File: config.mk
export PLATFORM = sky130hd
export DESIGN_NAME = multicycle_ctrl_flat
export DESIGN_NICKNAME = d
export VERILOG_FILES = /design/src/rtl/multicycle_ctrl_if.sv /design/src/rtl/multicycle_ctrl.sv /design/src/flat_wrapper.sv
export SDC_FILE = /design/constraint.sdc
export NUM_CORES = 1
export LEC_CHECK = 0
export CAP_MARGIN = 20
export CORE_MARGIN = 8
export CORE_UTILIZATION = 47
export DETAILED_ROUTE_END_ITERATION = 12
export GPL_TIMING_DRIVEN = 0
export PLACE_DENSITY = 0.92
export SYNTH_ARGS = -nofsm -noshare
export SYNTH_HDL_FRONTEND = slang
export SYNTH_SLANG_ARGS = --single-unit
File: constraint.sdc
create_clock -name clk -period 3.25 [get_ports clk]
set_clock_uncertainty 0.15 [all_clocks]
set_input_delay 0.325 -clock clk [delete_from_list [all_inputs] [get_ports clk]]
set_output_delay 0.325 -clock clk [all_outputs]
set_load 0.005 [all_outputs]
File: src/rtl/multicycle_ctrl_if.sv
// Control bundle between the multicycle RV64I sequencer and its shared datapath:
// memory req/ready handshake, datapath enables, mux selects and status.
interface multicycle_ctrl_if;
  logic [31:0] instr;
  logic        alu_zero;
  logic        mem_ready;
  logic        mem_req;
  logic        mem_we;
  logic        ir_write;
  logic        pc_write;
  logic [1:0]  pc_src;
  logic        alu_src_a;
  logic [1:0]  alu_src_b;
  logic [1:0]  alu_op;
  logic [2:0]  imm_sel;
  logic        reg_write;
  logic [1:0]  wb_sel;
  logic        trap;
  logic [2:0]  state;

  // Controller side
  modport master (
    input  instr, alu_zero, mem_ready,
    output mem_req, mem_we, ir_write, pc_write, pc_src, alu_src_a, alu_src_b,
           alu_op, imm_sel, reg_write, wb_sel, trap, state
  );

  // Datapath / memory side
  modport slave (
    output instr, alu_zero, mem_ready,
    input  mem_req, mem_we, ir_write, pc_write, pc_src, alu_src_a, alu_src_b,
           alu_op, imm_sel, reg_write, wb_sel, trap, state
  );
endinterface

File: src/rtl/multicycle_ctrl.sv
// Multicycle RV64I control FSM. Sequences FETCH/DECODE/EXEC/MEM/WB over one
// shared ALU and memory port, with a sticky TRAP for illegal opcodes and
// memory-handshake timeouts.
//
// State, instruction class, trap and the wait counter are registered. The
// datapath strobes are decoded from that registered state, because ir_write,
// pc_write and the branch decision must react to mem_ready / alu_zero in the
// same cycle. Every strobe is qualified by active_q, which clears
// asynchronously with rst, so outputs drop the moment reset is asserted and
// stay quiet for the first cycle after release.
module multicycle_ctrl #(
  parameter bit          RESET_PC_EN = 1'b1,
  parameter int unsigned TIMEOUT     = 255
) (
  input  logic             clk,
  input  logic             rst,
  multicycle_ctrl_if.master bus
);

  typedef enum logic [2:0] {
    S_FETCH  = 3'd0,
    S_DECODE = 3'd1,
    S_EXEC   = 3'd2,
    S_MEM    = 3'd3,
    S_WB     = 3'd4,
    S_TRAP   = 3'd5
  } state_e;

  typedef enum logic [2:0] {
    C_LOAD, C_STORE, C_BRANCH, C_JAL, C_JALR, C_IALU, C_RALU, C_ILL
  } class_e;

  localparam int            CW       = (TIMEOUT > 1) ? $clog2(TIMEOUT + 1) : 1;
  localparam logic [CW-1:0] TMO_LAST = CW'(TIMEOUT - 1);

  localparam logic [2:0] IMM_I    = 3'd0;
  localparam logic [2:0] IMM_S    = 3'd1;
  localparam logic [2:0] IMM_B    = 3'd2;
  localparam logic [2:0] IMM_J    = 3'd3;
  localparam logic [2:0] IMM_NONE = 3'd4;

  state_e        state_q;
  class_e        class_q;
  logic          trap_q;
  logic [CW-1:0] cnt_q;
  logic          active_q;  // low during reset and the first cycle after release
  logic          boot_q;    // reset-vector load cycle pending

  class_e        dec_class;
  logic          run;
  logic          waiting;
  logic          timeout_hit;
  logic          br_taken;

  function automatic class_e classify(input logic [6:0] op);
    case (op)
      7'b0000011: return C_LOAD;
      7'b0100011: return C_STORE;
      7'b1100011: return C_BRANCH;
      7'b1101111: return C_JAL;
      7'b1100111: return C_JALR;
      7'b0010011: return C_IALU;
      7'b0110011: return C_RALU;
      default:    return C_ILL;
    endcase
  endfunction

  function automatic logic [2:0] imm_of(input class_e c);
    case (c)
      C_LOAD, C_JALR, C_IALU: return IMM_I;
      C_STORE:                return IMM_S;
      C_BRANCH:               return IMM_B;
      C_JAL:                  return IMM_J;
      default:                return IMM_NONE;
    endcase
  endfunction

  assign dec_class   = classify(bus.instr[6:0]);
  assign run         = active_q & ~boot_q;
  assign waiting     = run & ~bus.mem_ready & ((state_q == S_FETCH) | (state_q == S_MEM));
  assign timeout_hit = (TIMEOUT != 0) && waiting && (cnt_q == TMO_LAST);
  // bne (funct3=001) inverts the zero flag; every other funct3 behaves as beq.
  assign br_taken    = (bus.instr[14:12] == 3'b001) ? ~bus.alu_zero : bus.alu_zero;

  // Sequencer: state, latched instruction class, sticky trap and wait counter.
  always_ff @(posedge clk or posedge rst) begin
    if (rst) begin
      state_q  <= S_FETCH;
      class_q  <= C_ILL;
      trap_q   <= 1'b0;
      cnt_q    <= '0;
      active_q <= 1'b0;
      boot_q   <= RESET_PC_EN;
    end else if (!active_q) begin
      active_q <= 1'b1;
    end else if (boot_q) begin
      boot_q <= 1'b0;
    end else begin
      cnt_q <= waiting ? cnt_q + CW'(1) : '0;
      if (timeout_hit) begin
        state_q <= S_TRAP;
        trap_q  <= 1'b1;
        cnt_q   <= '0;
      end else begin
        case (state_q)
          S_FETCH: begin
            if (bus.mem_ready) state_q <= S_DECODE;
          end
          S_DECODE: begin
            class_q <= dec_class;
            if (dec_class == C_ILL) begin
              trap_q  <= 1'b1;
              state_q <= S_TRAP;
            end else begin
              state_q <= S_EXEC;
            end
          end
          S_EXEC: begin
            case (class_q)
              C_LOAD, C_STORE: state_q <= S_MEM;
              C_IALU, C_RALU:  state_q <= S_WB;
              default:         state_q <= S_FETCH;
            endcase
          end
          S_MEM: begin
            if (bus.mem_ready) state_q <= (class_q == C_LOAD) ? S_WB : S_FETCH;
          end
          S_WB: begin
            state_q <= S_FETCH;
          end
          S_TRAP: begin
            state_q <= S_TRAP;
          end
          default: begin
            state_q <= S_TRAP;
            trap_q  <= 1'b1;
          end
        endcase
      end
    end
  end

  logic       mem_req_o, mem_we_o, ir_write_o, pc_write_o, alu_src_a_o, reg_write_o;
  logic [1:0] pc_src_o, alu_src_b_o, alu_op_o, wb_sel_o;
  logic [2:0] imm_sel_o;

  // Datapath strobe and select decode for the current state.
  always_comb begin
    mem_req_o   = 1'b0;
    mem_we_o    = 1'b0;
    ir_write_o  = 1'b0;
    pc_write_o  = 1'b0;
    pc_src_o    = 2'd0;
    alu_src_a_o = 1'b0;
    alu_src_b_o = 2'd0;
    alu_op_o    = 2'd0;
    imm_sel_o   = IMM_NONE;
    reg_write_o = 1'b0;
    wb_sel_o    = 2'd0;
    if (active_q) begin
      if (boot_q) begin
        pc_write_o = 1'b1;
      end else begin
        case (state_q)
          S_FETCH: begin
            mem_req_o = 1'b1;
            if (bus.mem_ready) begin
              ir_write_o = 1'b1;
              pc_write_o = 1'b1;
            end
          end
          S_DECODE: begin
            imm_sel_o = imm_of(dec_class);
          end
          S_EXEC: begin
            imm_sel_o = imm_of(class_q);
            case (class_q)
              C_LOAD, C_STORE: begin
                alu_src_a_o = 1'b1;
                alu_src_b_o = 2'd1;
              end
              C_IALU: begin
                alu_src_a_o = 1'b1;
                alu_src_b_o = 2'd1;
                alu_op_o    = 2'd2;
              end
              C_RALU: begin
                alu_src_a_o = 1'b1;
                alu_op_o    = 2'd2;
              end
              C_BRANCH: begin
                alu_src_a_o = 1'b1;
                alu_op_o    = 2'd1;
                if (br_taken) begin
                  pc_write_o = 1'b1;
                  pc_src_o   = 2'd1;
                end
              end
              C_JAL: begin
                pc_write_o  = 1'b1;
                pc_src_o    = 2'd1;
                reg_write_o = 1'b1;
                wb_sel_o    = 2'd2;
              end
              C_JALR: begin
                alu_src_a_o = 1'b1;
                alu_src_b_o = 2'd1;
                pc_write_o  = 1'b1;
                pc_src_o    = 2'd2;
                reg_write_o = 1'b1;
                wb_sel_o    = 2'd2;
              end
              default: ;
            endcase
          end
          S_MEM: begin
            // Address selects held from EXEC while the request is outstanding.
            imm_sel_o   = imm_of(class_q);
            alu_src_a_o = 1'b1;
            alu_src_b_o = 2'd1;
            mem_req_o   = 1'b1;
            mem_we_o    = (class_q == C_STORE);
          end
          S_WB: begin
            imm_sel_o   = imm_of(class_q);
            reg_write_o = 1'b1;
            if (class_q == C_LOAD) begin
              wb_sel_o = 2'd1;
            end else begin
              // ALU operands held so a combinational ALU result stays valid.
              alu_src_a_o = 1'b1;
              alu_src_b_o = (class_q == C_IALU) ? 2'd1 : 2'd0;
              alu_op_o    = 2'd2;
            end
          end
          default: ;
        endcase
      end
    end
  end

  assign bus.mem_req   = mem_req_o;
  assign bus.mem_we    = mem_we_o;
  assign bus.ir_write  = ir_write_o;
  assign bus.pc_write  = pc_write_o;
  assign bus.pc_src    = pc_src_o;
  assign bus.alu_src_a = alu_src_a_o;
  assign bus.alu_src_b = alu_src_b_o;
  assign bus.alu_op    = alu_op_o;
  assign bus.imm_sel   = imm_sel_o;
  assign bus.reg_write = reg_write_o;
  assign bus.wb_sel    = wb_sel_o;
  assign bus.trap      = trap_q;
  assign bus.state     = state_q;

endmodule

File: src/flat_wrapper.sv
// flat-port wrapper written by rule: the top's interface ports become plain ports
module multicycle_ctrl_flat 
#(
  parameter bit          RESET_PC_EN = 1'b1,
  parameter int unsigned TIMEOUT     = 255
)
  (clk, rst, bus_instr, bus_alu_zero, bus_mem_ready, bus_mem_req, bus_mem_we, bus_ir_write, bus_pc_write, bus_pc_src, bus_alu_src_a, bus_alu_src_b, bus_alu_op, bus_imm_sel, bus_reg_write, bus_wb_sel, bus_trap, bus_state);
  multicycle_ctrl_if bus_i ();
  input  logic clk;
  input  logic rst;
  input wire logic [$bits(bus_i.instr)-1:0] bus_instr;
  input wire logic [$bits(bus_i.alu_zero)-1:0] bus_alu_zero;
  input wire logic [$bits(bus_i.mem_ready)-1:0] bus_mem_ready;
  output wire logic [$bits(bus_i.mem_req)-1:0] bus_mem_req;
  output wire logic [$bits(bus_i.mem_we)-1:0] bus_mem_we;
  output wire logic [$bits(bus_i.ir_write)-1:0] bus_ir_write;
  output wire logic [$bits(bus_i.pc_write)-1:0] bus_pc_write;
  output wire logic [$bits(bus_i.pc_src)-1:0] bus_pc_src;
  output wire logic [$bits(bus_i.alu_src_a)-1:0] bus_alu_src_a;
  output wire logic [$bits(bus_i.alu_src_b)-1:0] bus_alu_src_b;
  output wire logic [$bits(bus_i.alu_op)-1:0] bus_alu_op;
  output wire logic [$bits(bus_i.imm_sel)-1:0] bus_imm_sel;
  output wire logic [$bits(bus_i.reg_write)-1:0] bus_reg_write;
  output wire logic [$bits(bus_i.wb_sel)-1:0] bus_wb_sel;
  output wire logic [$bits(bus_i.trap)-1:0] bus_trap;
  output wire logic [$bits(bus_i.state)-1:0] bus_state;
  assign bus_i.instr = bus_instr;
  assign bus_i.alu_zero = bus_alu_zero;
  assign bus_i.mem_ready = bus_mem_ready;
  assign bus_mem_req = bus_i.mem_req;
  assign bus_mem_we = bus_i.mem_we;
  assign bus_ir_write = bus_i.ir_write;
  assign bus_pc_write = bus_i.pc_write;
  assign bus_pc_src = bus_i.pc_src;
  assign bus_alu_src_a = bus_i.alu_src_a;
  assign bus_alu_src_b = bus_i.alu_src_b;
  assign bus_alu_op = bus_i.alu_op;
  assign bus_imm_sel = bus_i.imm_sel;
  assign bus_reg_write = bus_i.reg_write;
  assign bus_wb_sel = bus_i.wb_sel;
  assign bus_trap = bus_i.trap;
  assign bus_state = bus_i.state;
  multicycle_ctrl #(.RESET_PC_EN(RESET_PC_EN), .TIMEOUT(TIMEOUT)) u_core (.clk(clk), .rst(rst), .bus(bus_i));
endmodule
==> run metrics <==
worst r2r src u_core.cnt_q[0]; Initial Util 47.8%; Final Cycle Share 91.3%; Setup crit end kind output port; Syn Nets 217; worst path cell trace buf_2 -> inv_1 -> nor2_1 -> a21boi_0 -> a21bo_2 -> a21boi_0 -> clkdlybuf4s50_1; Avg Inst Size Synth 7.89 um^2; P&R area growth vs syn 28.3%; Seq pwr share 36.2%; TritonCTS Sinks 17; vias in the first global route 1281; Via density 5.63; Worst R2R Setup Slack 1.48 ns; Synth Register Bits 17; register area 430 um^2; Post-DP HPWL 2770 um; worst skew pair latency 0.30 ns; hold slack 0.238 ns; Comb pwr share 49.1%; Synth Area in Compound Gates 21.6%; Worst Reg2Reg Path Length in Cells 6; critical path class flop to output port; largest net degree at the start of global routing 18; antenna violations before repair 0; 1st-iter DRT viols 128; Total Routing Usage GR 14.3%; R2R Path End u_core.bus.state[0]; layout cells sized above 1 13.9%; Peak VDD IR 0.000283 V; Netlist cell types 53; DR vias 1402; post-synthesis adder-cell area fraction 1.77%; worst path required time 2.77 ns; Die Wd 70.8 um; Final Hold Viols 0; mapped cell area 1410 um^2; post-synthesis mux area share 2.92%; post-CTS setup buffer count 0; Core Area 2950 um^2; Slew @ Worst Pin 0.620 ns; simple-gate share of the synthesized area 32.5%; switching pwr 0.321 mW; Final Non-Filler Cells 249; Final Util 61.4%; WL/cell 14.5 um; Fin Setup TNS 0 ns; Worst Hold Class input pin to asynchronous set/reset pin; gp weighted congestion 0.885; Final Critical Period 2.97 ns; Int Pwr 0.472 mW; sw frac 40.5%; Top FF cell, synth dfrtp_1; Max Fclk 0.337 GHz; CP delay by family, top buffers and inverters; Post-DRT Antenna Nets 0; Pwr Total 0.793 mW; most common cell in the netlist nor2_1; Fillers 269; chip height 70.8 um; Mapped Cells 179; leakage 0.712 nW; Most Frequent Cell on Critical Path a21boi_0; placed cell count 245; WL final 3620 um; slowest stage cell, crit path clkdlybuf4s50_1; post-synth top area share 23.0%; Max Transition Viols Final 0; PortBufs 33; Seq/Total Area, Yosys 30.5%; Site Rows 20; final setup violating endpoints 0; largest family of logic cells by synthesized area simple AND/OR/NAND/NOR gates; top post-synthesis cells by count 26 x nor2_1, 17 x nand2_1, 13 x dfrtp_1, 12 x a21oi_1; final worst setup slack 0.281 ns; Resized cells post-CTS 0; # Max-Cap Violations 0; post-synth top area cell dfrtp_1; Clk pwr share 14.7%; multi-input logic area 900 um^2; RSZ-0062 raised after global routing false; Slew Limit Headroom 58.7%; # IOs 57; clk buf depth 2; H-tree depth 1; pre-CTS WS 0.430 ns; EDFF count, synth 0; power per cell area 438 nW/um^2; first-pass iteration count of the detailed router 4; TritonCTS clock tree yes; max incr delay on CP 0.56 ns; ant diodes 0; yosys warns 0; DRC violations left 0; Hold-fix buffers, CTS 0; Placed Area 1780 um^2; NumNets Final 255; asr flop ratio synth 100%; global-route wire length before repair 5950 um; root buffer cell clkbuf_4; synth top area cells dfrtp_1 23%, dfstp_2 7.4%, nor2_1 6.9%; critical path fanouts, max 9; status complete, no violations; gr ovfl total 0; worst path arrival time 2.49 ns; Post-Layout Inst Area 1810 um^2; WP buf/inv 3; CTS Buf Count 3; Synth Area in XOR/XNOR 4.34%; Critical Path Source Type flop; clock transition at the registers of the reported paths 0.10 ns; die area 5020 um^2
==> sequential cells by signal (all words and copies together) (netlist names) <==
signal and flops:
u_core.cnt_q 8, u_core.bus.state 3, u_core.class_q 3, u_core.active_q 1, u_core.boot_q 1, u_core.bus.trap 1
==> power by group through the flow <==
stage	clock (mW)	combinational, mW	sequential (mW)
floorplan	0	0.249	0.281
global placement	0	0.376	0.286
detailed placement	0	0.382	0.289
CTS	0.121	0.390	0.286
global route	0.133	0.429	0.293
finish	0.117	0.390	0.287
==> cell families (layout without fill, tap and decap cells) <==
group,after synthesis,in the layout
muxes,4,4
DFF,17,17
adders and majority gates,2,2
xor gates and xnor gates,7,7
other,2,2
AOI/OAI and AO/OA,43,43
buffers and inverters,18,55
and+or+nand+nor,86,86
==> how the worst max path moves through the flow <==
stage                     cells past startpoint         startpoint  slack, ns        endpoint
after floorplan                               6  u_core.class_q[1]       1.37    bus_pc_write
after global placement                        6       bus_instr[4]       0.45  bus_imm_sel[0]
after detailed placement                      6       bus_instr[4]       0.43  bus_imm_sel[0]
after CTS                                     7  u_core.class_q[1]       0.29    bus_pc_write
after global routing                          7  u_core.class_q[1]       0.09    bus_pc_write
final                                         7  u_core.class_q[1]       0.28    bus_pc_write
==> cell usage in the layout, fill, tap and decap left out, types with 3 or more instances in the layout <==
| master | count |
|---|---|
| inv_1 | 8 |
| xor2_1 | 5 |
| dfstp_2 | 4 |
| nor3_2 | 3 |
| nand2b_1 | 3 |
| nor2b_1 | 3 |
| clkdlybuf4s50_1 | 33 |
| clkbuf_4 | 3 |
| nor3_1 | 6 |
| clkbuf_1 | 3 |
| o31ai_1 | 3 |
| dfrtp_1 | 13 |
| nor2_1 | 26 |
| o21ai_0 | 8 |
| mux2i_1 | 3 |
| nand2_1 | 17 |
| o32ai_1 | 3 |
| buf_2 | 3 |
| nand3_1 | 8 |
| a21oi_1 | 12 |
| buf_4 | 3 |
==> routing by layer <==
metal / vias to the layer above / share of wire (%) / global-route usage (%) / routed length [um]
met1: 639 / 46 / 19.3 / 1670
li1: 704 / - / - / -
met2: 50 / 45 / 21.5 / 1640
met4: 0 / 2.0 / 6.00 / 73
met3: 9 / 6.5 / 2.97 / 236
met5: - / 0 / 0 / 0
==> cell type report <==
cell class | instances | share of cell area [%]
timing repair buffer | 33 | 18.2
sequential | 17 | 23.8
tap | 33 | 2.28
buffer | 9 | 2.69
multi-input combinational | 144 | 49.7
clock buffer | 3 | 1.24
inverter | 9 | 1.86
clock inverter | 1 | 0.276
(Power assumes the default switching activity.)
